`config.mk`:
```
export PLATFORM = sky130hd
export DESIGN_NAME = snake_step_ctrl
export DESIGN_NICKNAME = d
export VERILOG_FILES = /design/src/rtl/snake_step_ctrl.sv
export SDC_FILE = /design/constraint.sdc
export NUM_CORES = 1
export LEC_CHECK = 0
export CAP_MARGIN = 20
export CORE_AREA = 3 3 77 79
export CTS_BUF_LIST = sky130_fd_sc_hd__clkbuf_16
export DETAILED_ROUTE_END_ITERATION = 6
export DIE_AREA = 0 0 80 82
export PLACE_DENSITY_LB_ADDON = 0.1
export SYNTH_ARGS = -nofsm -noshare
export SYNTH_HDL_FRONTEND = slang
export SYNTH_SLANG_ARGS = --single-unit
```
`constraint.sdc`:
```
create_clock -name vga_clk -period 3.2 [get_ports vga_clk]
set_input_delay 0.8 -clock vga_clk [delete_from_list [all_inputs] [get_ports vga_clk]]
set_output_delay 0.8 -clock vga_clk [all_outputs]
set_load 0.02 [all_outputs]
```
`src/rtl/snake_step_ctrl.sv`:
```
// rtl/snake_step_ctrl.sv - game-step sequencer: frame pacing, direction latch, move handshake, score/speed
module snake_step_ctrl #(
  parameter int INIT_PERIOD   = 30,
  parameter int MIN_PERIOD    = 6,
  parameter int SPEEDUP_FOODS = 4,
  parameter int SPEEDUP_DEC   = 2,
  parameter int WIN_SCORE     = 99
) (
  input  logic       vga_clk,
  input  logic       sys_rst_n,
  input  logic [1:0] game_state,
  input  logic       frame_start,
  input  logic       key_up,
  input  logic       key_down,
  input  logic       key_left,
  input  logic       key_right,
  input  logic       move_ack,
  input  logic       hit_wall,
  input  logic       hit_food,
  output logic       move_req,
  output logic [1:0] dir,
  output logic       grow,
  output logic [7:0] score,
  output logic [5:0] period,
  output logic       game_won,
  output logic       game_over
);

  localparam logic [5:0] P_INIT  = 6'(INIT_PERIOD);
  localparam logic [6:0] P_MIN   = 7'(MIN_PERIOD);
  localparam logic [6:0] P_DEC   = 7'(SPEEDUP_DEC);
  localparam logic [7:0] S_WIN   = 8'(WIN_SCORE);
  localparam logic [7:0] F_SPEED = 8'(SPEEDUP_FOODS);

  typedef enum logic [1:0] {S_IDLE, S_REQ, S_EVAL} state_t;

  state_t     state, state_nxt;
  logic [1:0] next_dir;
  logic [5:0] frame_cnt;
  logic [7:0] food_cnt;
  logic       tick;
  logic       hit_wall_q, hit_food_q;
  logic       issue, capture, evaluate;

  // 00 and the undefined 10 both count as GAME_START
  logic rearm, in_game, halted;
  assign rearm   = ~game_state[0];
  assign in_game = (game_state == 2'b01);
  assign halted  = game_won | game_over;

  logic       key_valid;
  logic [1:0] key_code;
  logic       key_rev;
  always_comb begin
    key_valid = key_up | key_down | key_left | key_right;
    key_code  = 2'b11;
    if (key_up)        key_code = 2'b00;
    else if (key_down) key_code = 2'b01;
    else if (key_left) key_code = 2'b10;
    key_rev = (key_code[1] == dir[1]) && (key_code[0] != dir[0]);
  end

  logic frame_en, frame_wrap;
  assign frame_en   = in_game && !halted && frame_start;
  assign frame_wrap = frame_en && (frame_cnt >= period - 6'd1);

  logic [7:0] score_inc, food_inc;
  logic [5:0] period_dec;
  assign score_inc  = (score >= S_WIN) ? score : score + 8'd1;
  assign food_inc   = food_cnt + 8'd1;
  assign period_dec = ({1'b0, period} >= P_MIN + P_DEC) ? period - P_DEC[5:0] : P_MIN[5:0];

  always_ff @(posedge vga_clk or negedge sys_rst_n) begin
    if (!sys_rst_n)  state <= S_IDLE;
    else if (rearm)  state <= S_IDLE;
    else             state <= state_nxt;
  end

  always_comb begin
    state_nxt = state;
    case (state)
      S_IDLE:  if (tick && in_game && !halted) state_nxt = S_REQ;
      S_REQ:   if (!in_game) state_nxt = S_IDLE;
               else if (move_ack) state_nxt = S_EVAL;
      S_EVAL:  state_nxt = S_IDLE;
      default: state_nxt = S_IDLE;
    endcase
  end

  always_comb begin
    move_req = (state == S_REQ);
    issue    = (state == S_IDLE) && (state_nxt == S_REQ);
    capture  = (state == S_REQ) && (state_nxt == S_EVAL);
    evaluate = (state == S_EVAL);
  end

  always_ff @(posedge vga_clk or negedge sys_rst_n) begin
    if (!sys_rst_n) begin
      dir        <= 2'b11;
      next_dir   <= 2'b11;
      grow       <= 1'b0;
      score      <= 8'd0;
      period     <= P_INIT;
      game_won   <= 1'b0;
      game_over  <= 1'b0;
      frame_cnt  <= 6'd0;
      food_cnt   <= 8'd0;
      tick       <= 1'b0;
      hit_wall_q <= 1'b0;
      hit_food_q <= 1'b0;
    end else if (rearm) begin
      dir        <= 2'b11;
      next_dir   <= 2'b11;
      grow       <= 1'b0;
      score      <= 8'd0;
      period     <= P_INIT;
      game_won   <= 1'b0;
      game_over  <= 1'b0;
      frame_cnt  <= 6'd0;
      food_cnt   <= 8'd0;
      tick       <= 1'b0;
      hit_wall_q <= 1'b0;
      hit_food_q <= 1'b0;
    end else begin
      grow <= 1'b0;
      if (in_game && key_valid && !key_rev) next_dir <= key_code;
      if (frame_en) frame_cnt <= frame_wrap ? 6'd0 : frame_cnt + 6'd1;
      // a fresh tick landing on the issue cycle is kept rather than lost
      if (frame_wrap)  tick <= 1'b1;
      else if (issue)  tick <= 1'b0;
      if (issue) dir <= next_dir;
      if (capture) begin
        hit_wall_q <= hit_wall;
        hit_food_q <= hit_food;
      end
      if (evaluate) begin
        if (hit_wall_q) begin
          game_over <= 1'b1;
        end else if (hit_food_q) begin
          grow  <= 1'b1;
          score <= score_inc;
          if (score_inc == S_WIN) game_won <= 1'b1;
          if (food_inc == F_SPEED) begin
            food_cnt <= 8'd0;
            period   <= period_dec;
          end else begin
            food_cnt <= food_inc;
          end
        end
      end
    end
  end

endmodule

```
# Word-level counts from Yosys, hierarchy flattened

Index checks and enable logic that the tools add are counted.

Add/subtract/negate cells: 5
Magnitude comparators: 3
Equality and inequality tests: 20
Muxes and demuxes: 50
Bitwise operators: 4
Reduce and logical (&&, ||, !) cells: 17

Operators by type and width:

| cell                | number |
|---|---|
| $mux 8              | 10 |
| $mux 6              | 9 |
| $mux 1              | 20 |
| $mux 2              | 10 |
| $ne 2x1->1 const B  | 9 |
| $add 8x1->8 const B | 2 |
| $logic_and 1x1->1   | 10 |
| $eq 8x3->1 const B  | 1 |
| $eq 8x7->1 const B  | 1 |
| $ge 8x7->1 const B  | 1 |
| $reduce_and 4->1    | 2 |
| $add 6x1->6 const B | 1 |
| $eq 2x1->1 const B  | 3 |
| $ge 6x4->1 const B  | 1 |
| $ge 6x6->1          | 1 |
| $sub 6x1->6 const B | 1 |
| $sub 6x2->6 const B | 1 |
| $eq 2x2->1 const B  | 2 |
| $or 1x1->1          | 4 |
| $pmux 2 s2          | 1 |
| $ne 3x1->1 const B  | 1 |
| $reduce_and 3->1    | 1 |
| $logic_not 1->1     | 2 |
| $logic_not 2->1     | 1 |
| 4 further kinds     | 4 |

Flip-flop bits (word level): 40
Input bits: 12
Output and inout bits: 20
Logic and storage cells: 112

# Logic depth before layout (Yosys ltp)

Depth in word-level cells: 10
Mapped depth: 10
Depth with buffers taken out: 10

# Least setup slack after synthesis

Ideal clock, no wire load.

Kind: register -> register
From: register period[1]
To: register frame_cnt[4]
Setup time: 0.082 ns
Data arrival time: 2.355 ns
Data required time: 3.118 ns
Slack: 0.763 ns
Cell stages (with the launch flop): 10
Buffers on the path: 0
Clock period less this slack: 2.437 ns
Cells stage by stage: dfstp_2 inv_1 ha_1 xnor2_1 ha_1 a2111oi_0 o21ai_1 a21oi_1 a41oi_1 a31oi_1

Word-level cells in the longest chain between the ends: 6

Ends and longest elaborated chain:

| what                   | line | RTL |
|---|---|---|
| start, declared        | 24   | `output logic [5:0] period,` |
| start signal, assigned | 145  | `period <= period_dec;` |
| $sub 6x1->6            | 65   | `assign frame_wrap = frame_en && (frame_cnt >= period - 6'd1);` |
| $ge 6x6->1             | 65   |  |
| $logic_and 1x1->1      | 65   |  |
| $mux 6 (2 in a row)    | 127  | `if (frame_en) frame_cnt <= frame_wrap ? 6'd0 : frame_cnt + 6'd1;` |
| $mux 6                 | 111  | `end else if (rearm) begin` |
| end signal, assigned   | 127  |  |
| end, declared          | 39   | `logic [5:0] frame_cnt;` |

No other way between the ends. The select of a mux whose other input is x is not followed.
A chain may end at the register's enable or synchronous reset.

# Worst setup path in the final report

From: input game_state[1]
To: register frame_cnt[4]

Word-level cells in the longest chain between the ends: 7
Elaborated cells between the ends (all ways): 8
Those cells by class: eq/ne: 2; mux: 3; reduce/logical: 3

Ends and longest elaborated chain:

| what                               | line | RTL |
|---|---|---|
| start, declared                    | 11   | `input logic [1:0] game_state,` |
| $eq 2x1->1 (*)                     | 48   | `assign in_game = (game_state == 2'b01);` |
| $logic_and 1x1->1 (*) (2 in a row) | 64   | `assign frame_en = in_game && !halted && frame_start;` |
| $logic_and 1x1->1                  | 65   |  |
| $mux 6 (2 in a row)                | 127  |  |
| $mux 6                             | 111  |  |

Every way passes the cells marked *; elsewhere a longest branch is shown, timed or not. The select of a mux whose other input is x is not followed.

==> qor.csv <==
metric,value,unit
grt_antenna_before_repair,0,
diodes,0,
hp-class,register to register,
cts.path.max_buffers,2,
rows,27,
grtUsageTotal,0.163,
combPwrFrac,0.046,
grt_max_degree,40,
tritoncts,yes,
worst-path-buf-inv,1,
worstMarginPinSlew,0.882,ns
seqPwrFrac,0.455,
critPathMaxStageDelay,0.56,ns
pin_count,32,
crit_chain,"clkdlybuf4s50_1, nor4b_1, nand2_1, a21oi_1, a41oi_1, a31oi_1",
fin_crit_sh,0.825,
drtAntennaViolNets,0,
relSlewSlack,0.412,
final_nets,299,
p_switching,222,uW
p_int,883,uW
postCtsHoldBufs,0,
cts.sinks,39,
start_util,0.432,
rsz0062_at_grt,no,
layout.cells.non_filler,349,
crit_slowest_cell,nor4b_1,
wl_per_cell,13.2,um
synth-edff-count,0,
clkPwrFrac,0.500,
first_iter_violations,37,
p_leak,0.00125,uW
clk_pin_slew_worst_paths,0.06,ns
dp_slack,0.303,ns
postSynth.asyncResetShare,1.00,
first_global_vias,1775,
grt_pass1_wl,8380,um
ir_drop,314,uV
grt_overflow_total,0,
cp-end-kind,register,
hold_violations,0,
ys_warn_count,0,
crit_fanout,8,
place_hpwl,3120,um
setup_viol,0,
cts-htree-levels,2,
gp_congestion,0.773,
critPathRequiredTime,3.40,ns
period_minus_slack,2.64,ns
cts_buffers,5,
cts_resized,0,
critPathKind,primary input to register,
worst_skew_pair.late_latency,0.28,ns
whs,0.503,ns
synthCells,247,
syn_to_final_growth,22.3,%
die_h,82,um
drt_pass1_iterations,4,
synth_nets,270,
cap_violations,0,
synth_top_area_share,0.332,
fin_ws,0.560,ns
drv_slew,0,
yosysTopAreaCell,dfrtp_1,
synth.yosys.seq_area_share,0.422,
die_x,80,um
status,completed,
final_util,0.528,
postCtsSetupBuffers,0,
drc,0,
ys_seq_elements,39,
critPathLaunchType,primary input,
wirelength,4590,um
synth-main-ff-cell,dfrtp_1,
syn_avg_cell_area,9.45,um2
via_per_inst,5.21,
via_count,1817,
die_area,0.00656,mm2
synth_area_leaders,"dfrtp_1, dfstp_2, ha_1",
drive_gt1_frac,0.0794,
fin_tns_setup,0,ns
cp.arrival,2.84,ns
synthesis.area,0.00233,mm2
io_buffers,30,
synth.distinct_cells,52,
root_buffer,clkbuf_16,
cp_top_family,simple AND/OR/NAND/NOR gates,
placed_cells,341,
p_per_area,387,mW/mm2
clock.fmax,379,MHz
p_sw_frac,0.201,
fin_skew,0.00377,ns
core_area,0.00541,mm2
==> power by group through the flow <==
stage,sequential (uW),clock [uW],combinational (uW)
3_5_place_dp,511,0,52.2
2_1_floorplan,510,0,22.4
3_3_place_gp,511,0,52.2
6_report,502,552,50.8
5_1_grt,503,589,58.3
4_1_cts,502,568,52.2
==> cells in the final DEF, fill, tap and decap left out, types with 2 or more instances in the layout <==
master           netlist  final
nand3_1               11     11
clkbuf_16              0      5
a21oi_1                7      7
o21ai_0                8      8
xor2_1                 7      7
nor3b_1                3      3
and3_1                 3      3
a41oi_1                2      2
or3_1                  2      2
nor3_1                 6      6
nand3b_1               2      2
nor2_1                12     12
mux2i_1                4      4
nor2b_1                7      7
nand4bb_1              2      2
and3b_1                2      2
inv_1                 10     10
a21boi_0               5      5
a21boi_1               2      2
a31oi_1                5      5
xnor2_1               10     10
dfstp_2                8      8
buf_4                  1      2
clkdlybuf4s50_1        0     29
nand2_1               28     28
ha_1                  11     11
o211ai_1               5      5
and2_1                12     12
o21ai_1                3      3
nand2b_1               6      6
dfrtp_1               31     31
o21a_1                 2      2
nand4_1                2      2
==> sequential cells by signal, indices dropped and copies added, names as in the netlist, 2 cells and up <==
signal,flops
period,5
food_cnt,8
frame_cnt,6
score,8
next_dir,2
state,2
dir,2
==> layout make-up <==
cell class                      instances  area (um2)
Clock buffer                            5         125
Clock inverter                          3        38.8
Fill cell                             522        2550
Inverter                               10        37.5
Multi-Input combinational cell        188        1270
Sequential cell                        39         986
Tap cell                               72        90.1
Timing Repair Buffer                   32         310
==> cells by family (layout without fill, tap and decap cells) <==
logic type	Yosys count	in the layout	synth area share
other	1	1	0.00161
buffers and inverters	20	50	0.0343
adder cells (fa/ha/maj)	11	11	0.0589
AO/OA/AOI/OAI	50	50	0.155
multiplexers	4	4	0.0171
XOR/XNOR	17	17	0.0638
AND/OR/NAND/NOR	105	105	0.247
flip-flops	39	39	0.422
==> through the flow <==
step | cell area, um2 | total power (uW)
2_1_floorplan | 2330 | 532
3_3_place_gp | 2690 | 563
3_5_place_dp | 2690 | 563
4_1_cts | 2860 | 1120
5_1_grt | 2860 | 1150
6_report | 2860 | 1110
==> synth_stat cells (all sizes together) (2+ instances only) <==
| cell type | count |
|---|---|
| a21oi | 7 |
| and2 | 12 |
| nand4 | 2 |
| a31oi | 5 |
| dfrtp | 31 |
| nand3 | 12 |
| clkbuf | 9 |
| and3b | 2 |
| nor2b | 7 |
| a21boi | 7 |
| inv | 10 |
| a41oi | 2 |
| nor2 | 12 |
| a2111oi | 2 |
| dfstp | 8 |
| nand2b | 6 |
| nand2 | 28 |
| o21a | 2 |
| xor2 | 7 |
| or3 | 2 |
| nor3 | 6 |
| nand4bb | 2 |
| mux2i | 4 |
| and3 | 3 |
| o21ai | 11 |
| o211ai | 5 |
| xnor2 | 10 |
| nor3b | 3 |
| nand3b | 2 |
| ha | 11 |
==> metal layers <==
metal	GRT usage	routed length [um]
met3	0.0340	149
met4	0.0507	35
met5	0	0
met2	0.253	2050
met1	0.226	2360
==> path summary, 6_finish.rpt <==
kind,start,endpoint,slack [ns],cells past startpoint
worst max-delay path,game_state[1],frame_cnt[4]$_DFFE_PN0P_,0.56,6
worst min-delay path,frame_cnt[5]$_DFFE_PN0P_,frame_cnt[5]$_DFFE_PN0P_,0.50,1
worst max register to register,period[1]$_DFFE_PN1P_,frame_cnt[4]$_DFFE_PN0P_,0.61,9
worst min register to register,frame_cnt[5]$_DFFE_PN0P_,frame_cnt[5]$_DFFE_PN0P_,0.50,1
max in group asynchronous,sys_rst_n,frame_cnt[2]$_DFFE_PN0P_,2.00,1
min in group asynchronous,sys_rst_n,food_cnt[5]$_DFFE_PN0P_,0.64,1
No activity file was read; power rests on OpenSTA's default activity.
